===== src/rtl/truth_table_sweeper.sv =====
// truth_table_sweeper: sweeps a 3-input gate through all rows,
// majority-votes its output per row and checks the truth table.
module truth_table_sweeper #(
  parameter int         SETTLE_CYCLES = 16,
  parameter int         SAMPLES       = 5,
  parameter logic [7:0] EXPECTED      = 8'hC5
) (
  input  logic       clk,
  input  logic       rst,
  input  logic       start,
  input  logic       abort,
  input  logic       gate_out,
  output logic       in1,
  output logic       in2,
  output logic       in3,
  output logic       busy,
  output logic       done,
  output logic [7:0] signature,
  output logic       match
);

  localparam int SW = $clog2(SETTLE_CYCLES + 1);
  localparam int NW = $clog2(SAMPLES + 1);

  localparam logic [SW-1:0] SLAST =
    SW'(SETTLE_CYCLES - 1);
  localparam logic [NW-1:0] NLAST =
    NW'(SAMPLES - 1);

  typedef enum logic [1:0] {
    ST_IDLE,
    ST_SETTLE,
    ST_SAMPLE,
    ST_DONE
  } state_t;

  state_t          r_state;
  state_t          w_state_n;
  logic [2:0]      r_row;
  logic [2:0]      w_row_n;
  logic [SW-1:0]   r_scnt;
  logic [SW-1:0]   w_scnt_n;
  logic [NW-1:0]   r_ncnt;
  logic [NW-1:0]   w_ncnt_n;
  logic [NW-1:0]   r_ones;
  logic [NW-1:0]   w_ones_n;
  logic [NW-1:0]   w_ones_tot;
  logic            w_bit;
  logic            r_busy;
  logic            w_busy_n;
  logic            r_done;
  logic            w_done_n;
  logic [7:0]      r_sig;
  logic [7:0]      w_sig_n;
  logic            r_match;
  logic            w_match_n;

  // Ones seen in this row including the current sample.
  assign w_ones_tot = r_ones + NW'(gate_out);
  assign w_bit      = (int'(w_ones_tot) * 2) > SAMPLES;

  // Register all state and outputs; synchronous reset.
  always_ff @(posedge clk) begin
    if (rst) begin
      r_state <= ST_IDLE;
      r_row   <= 3'd0;
      r_scnt  <= '0;
      r_ncnt  <= '0;
      r_ones  <= '0;
      r_busy  <= 1'b0;
      r_done  <= 1'b0;
      r_sig   <= 8'h00;
      r_match <= 1'b0;
    end else begin
      r_state <= w_state_n;
      r_row   <= w_row_n;
      r_scnt  <= w_scnt_n;
      r_ncnt  <= w_ncnt_n;
      r_ones  <= w_ones_n;
      r_busy  <= w_busy_n;
      r_done  <= w_done_n;
      r_sig   <= w_sig_n;
      r_match <= w_match_n;
    end
  end

  // Next-state and next-output logic; abort overrides all.
  always_comb begin
    w_state_n = r_state;
    w_row_n   = r_row;
    w_scnt_n  = r_scnt;
    w_ncnt_n  = r_ncnt;
    w_ones_n  = r_ones;
    w_busy_n  = r_busy;
    w_done_n  = 1'b0;
    w_sig_n   = r_sig;
    w_match_n = r_match;

    unique case (r_state)
      ST_IDLE: begin
        w_row_n = 3'd0;
        if (start && !abort) begin
          w_state_n = ST_SETTLE;
          w_scnt_n  = '0;
          w_ncnt_n  = '0;
          w_ones_n  = '0;
          w_busy_n  = 1'b1;
          w_sig_n   = 8'h00;
          w_match_n = 1'b0;
        end
      end

      ST_SETTLE: begin
        if (r_scnt == SLAST) begin
          w_state_n = ST_SAMPLE;
          w_scnt_n  = '0;
        end else begin
          w_scnt_n = r_scnt + 1'b1;
        end
      end

      ST_SAMPLE: begin
        if (r_ncnt == NLAST) begin
          w_sig_n[3'd7 - r_row] = w_bit;
          w_ncnt_n = '0;
          w_ones_n = '0;
          if (r_row == 3'd7) begin
            w_state_n = ST_DONE;
            w_row_n   = 3'd0;
            w_busy_n  = 1'b0;
            w_done_n  = 1'b1;
            w_match_n = (w_sig_n == EXPECTED);
          end else begin
            w_state_n = ST_SETTLE;
            w_row_n   = r_row + 3'd1;
          end
        end else begin
          w_ncnt_n = r_ncnt + 1'b1;
          w_ones_n = w_ones_tot;
        end
      end

      ST_DONE: begin
        w_state_n = ST_IDLE;
        w_row_n   = 3'd0;
      end
    endcase

    if (abort && r_state != ST_IDLE) begin
      w_state_n = ST_IDLE;
      w_row_n   = 3'd0;
      w_scnt_n  = '0;
      w_ncnt_n  = '0;
      w_ones_n  = '0;
      w_busy_n  = 1'b0;
      w_done_n  = 1'b0;
      w_sig_n   = 8'h00;
      w_match_n = 1'b0;
    end
  end

  assign {in1, in2, in3} = r_row;
  assign busy            = r_busy;
  assign done            = r_done;
  assign signature       = r_sig;
  assign match           = r_match;

endmodule

===== config.mk =====
export PLATFORM = sky130hd
export DESIGN_NAME = truth_table_sweeper
export DESIGN_NICKNAME = d
export VERILOG_FILES = /design/src/rtl/truth_table_sweeper.sv
export SDC_FILE = /design/constraint.sdc
export NUM_CORES = 1
export LEC_CHECK = 0
export CAP_MARGIN = 20
export CORE_MARGIN = 4
export CORE_UTILIZATION = 59
export DETAILED_ROUTE_END_ITERATION = 8
export PLACE_DENSITY = 0.84
export SLEW_MARGIN = 20
export SYNTH_ARGS = -nofsm -noshare
export SYNTH_HDL_FRONTEND = slang
export SYNTH_SLANG_ARGS = --single-unit

===== constraint.sdc =====
create_clock -name clk -period 5.6 [get_ports clk]
set_clock_uncertainty 0.05 [all_clocks]
set_input_delay 0.56 -clock clk [delete_from_list [all_inputs] [get_ports clk]]
set_output_delay 0.56 -clock clk [all_outputs]
set_load 0.02 [all_outputs]

==> summary.txt <==
Status
  • Status: completed

Critical path
  • WS Path Type: flop to flop
  • Reg2reg end: signature[3]$_SDFFE_PP0P_
  • Worst reg2reg setup slack: just under 3 ns
  • CP bufs+invs: 2
  • Worst Setup EP: signature[3]$_SDFFE_PP0P_
  • Slowest CP cell: nor4b_4
  • Worst r2r src: r_state[1]$_SDFFE_PP0P_
  • CP arrival: between 2 and 3 ns
  • Crit path largest cell delay: between 0.6 and 0.7 ns
  • Critical path depth in cells: 7
  • CP cell instances: inv_1 -> ha_1 -> inv_2 -> a21o_1 -> nor4b_4 -> or3b_1 -> o22ai_1
  • Crit-path max FO: 17
  • R2R depth: 7
  • Critical Path Sink Type: flop
  • Crit path max-delay family: simple AND/OR/NAND/NOR gates
  • WP data required: 5.82 ns
  • Critical path origin: r_state[1]$_SDFFE_PP0P_
  • Crit path launch type: flop

Global routing
  • Largest net degree at the start of global routing: 23
  • Number of global-route vias before repair: about 1400
  • Overflow after GRT: 0
  • Initial antenna violation count: 0
  • M3 GR Usage: 2.19%
  • GR Layer Usage met2: about 36%
  • Total GRT Usage: a little over a fifth
  • M1 GR Usage: 28.7%
  • GR peak layer: met2
  • First-pass GRT wire length: 5910 um

Power
  • Maximum vdd drop: between 0.2 and 0.25 mV
  • Lkg Pwr: between 0.6 and 0.7 nW
  • Power Density: 280 nW/um^2
  • Total power draw: between 400 and 500 uW

Clock network
  • Clk sinks: 27
  • Clk pin slew, worst setup/hold paths: roughly 0.15 ns
  • Clk_lat worst skew: 0.33 ns
  • # Post-CTS Setup Buffers: 0
  • Hold buffer count at CTS: 0
  • CTS Buf Count: 3
  • TritonCTS clock tree: built
  • CTS Root Cell: clkbuf_4
  • Clock Path Buffers: 2
  • H-tree Lvls: 1
  • Post_cts resized: 0

Die
  • Core Box Area: 2480 sq um
  • Die Width: a little under 60 um
  • Ports: 19
  • DIE HEIGHT: about 59 um
  • Die area: between 3000 and 4000 sq um
  • FP Rows: 18
  • Initial Util: between 60% and 70%

Detailed routing
  • Starting DRT DRC Count: 92
  • Final wirelength: ~3500 um
  • Via density: around 6.2
  • Final ANT Viol Nets: 0
  • Via count: around 1400
  • First-pass DRT Iterations: 5
  • Drt drc: 0
  • Wire per inst: 15.2 um

Timing
  • Tcrit/Tclk final: ~47%
  • Final hold vios: 0
  • Final Slew Violations: 0
  • Slew HR: a little under half
  • Fin Setup TNS: 0 ns
  • Hold slack: a little under 0.4 ns
  • Fmax: 378 MHz
  • Minimum clock period: 2.65 ns
  • Final worst slack: a little under 3 ns
  • Worst slew pin tran: between 0.7 and 0.8 ns
  • RSZ-0062 raised after global routing: false
  • Setup Viol. Count Final: 0

Yosys
  • Top cells by area, synth: dfxtp_1 (35%), ha_1 (8.2%), a21oi_1 (4.9%)
  • Yosys reg bits: 27
  • Cell area after synthesis: 1520 sq um
  • Synth area leader: dfxtp_1
  • Seq/Total Area, Yosys: 35.5%
  • Syn Area/Cell: 8.19 sq um
  • Synth Instances: about 190
  • Number of flops mapped to enable cells by yosys: 0
  • Post-synth top cells: dfxtp_1 (27), nor2_1 (19), nand2_1 (18), a21oi_1 (15), inv_1 (15)
  • Synth top area share: ~35%
  • Synthesized net count: around 200
  • Synth async-reset ratio: 0%
  • YS warnings: 0
  • Top_reg_cell synth: dfxtp_1
  • Count leader, synth: dfxtp_1
  • Library cells used by synthesis: 43

Cells and area
  • Layout cells sized above 1: roughly 4.0%
  • Finished Layout Cells: roughly 230
  • Area grow syn2layout: 13.3%
  • Final nets: between 200 and 250
  • Final core occ: a little over two thirds
  • Diodes inserted: 0
  • Design Area, Final: ~1700 sq um

Placement
  • DPL Wire Length: between 2000 and 2500 um
  • Placer congestion estimate: 0.837
  • Post-Place Worst Slack: between 2 and 3 ns
  • Cell Area, Placed: about 1700 sq um
  • I/O Buffers: 18
  • Placed insts: between 200 and 250

Run
  • Max Cap Viol: 0

Worst hold path
  • Hold crit path type: flop to flop
layout make-up:
cell class              count  area [sq um]
fillers                   205           751
flip-flops and latches     27           541
well taps                  30          37.5
multi-input cells         136           882
clock buffers               4          26.3
inverters                  16          60.1
repair buffers             18           180
kinds of logic (layout without fill, tap and decap cells):
family	Yosys count	count (layout)	synth area share, %
xor+xnor	6	6	3.45
mux	4	4	2.71
simple gates	68	68	23.4
buf+inv	23	38	6.65
compound gates	48	48	20.1
fa+ha+maj	10	10	8.21
flops	27	27	35.5
layer usage:
layer  part of all wire [%]  up-vias
li1                       -      691
met1                     44      675
met2                     48       55
met3                    5.6       11
met4                    2.0        0
met5                      0        -
worst min-delay path, stage by stage, from the launching register on:
cell and delay [ns]:
dfxtp_1 0.34, nand2_1 0.05, a21oi_1 0.03
worst min path at each step:
stage                                start  slack, ns  depth (start not counted)                endpoint
CTS                 r_scnt[4]$_SDFFE_PP0P_       0.40                          2  r_scnt[4]$_SDFFE_PP0P_
global placement    r_scnt[4]$_SDFFE_PP0P_       0.37                          2  r_scnt[4]$_SDFFE_PP0P_
global route        r_scnt[4]$_SDFFE_PP0P_       0.42                          2  r_scnt[4]$_SDFFE_PP0P_
detailed placement  r_scnt[4]$_SDFFE_PP0P_       0.37                          2  r_scnt[4]$_SDFFE_PP0P_
finish              r_scnt[4]$_SDFFE_PP0P_       0.39                          2  r_scnt[4]$_SDFFE_PP0P_
floorplan           r_scnt[4]$_SDFFE_PP0P_       0.36                          2  r_scnt[4]$_SDFFE_PP0P_
report_power, final:
group	total, mW	switching (mW)	internal (mW)
Clock	0.0873	0.0593	0.0280
Sequential	0.217	0.0114	0.205
Combinational	0.180	0.117	0.0628
Total	0.484	0.188	0.296
flip-flops by register name, indices dropped and copies added (netlist names):
| signal | flops |
|---|---|
| r_scnt | 5 |
| match | 1 |
| r_state | 2 |
| signature | 8 |
| busy | 1 |
| done | 1 |
| r_ncnt | 3 |
| r_ones | 3 |
| r_row | 3 |
cell usage in the layout (no fill, tap or decap), drive strengths merged, types with 2 or more instances in the layout:
cell type	n
dfxtp	27
nor2	19
nand2	18
clkdlybuf4s50	18
inv	16
a21oi	15
ha	10
o21ai	7
o22ai	7
nor3	5
nand3	5
nand2b	4
xor2	4
a22oi	4
clkbuf	4
mux2i	3
a31oi	3
nor4b	3
a211oi	2
nand4b	2
nand4	2
xnor2	2
nor2b	2
or2	2
Note: power is estimated with default switching activity, not from simulation.
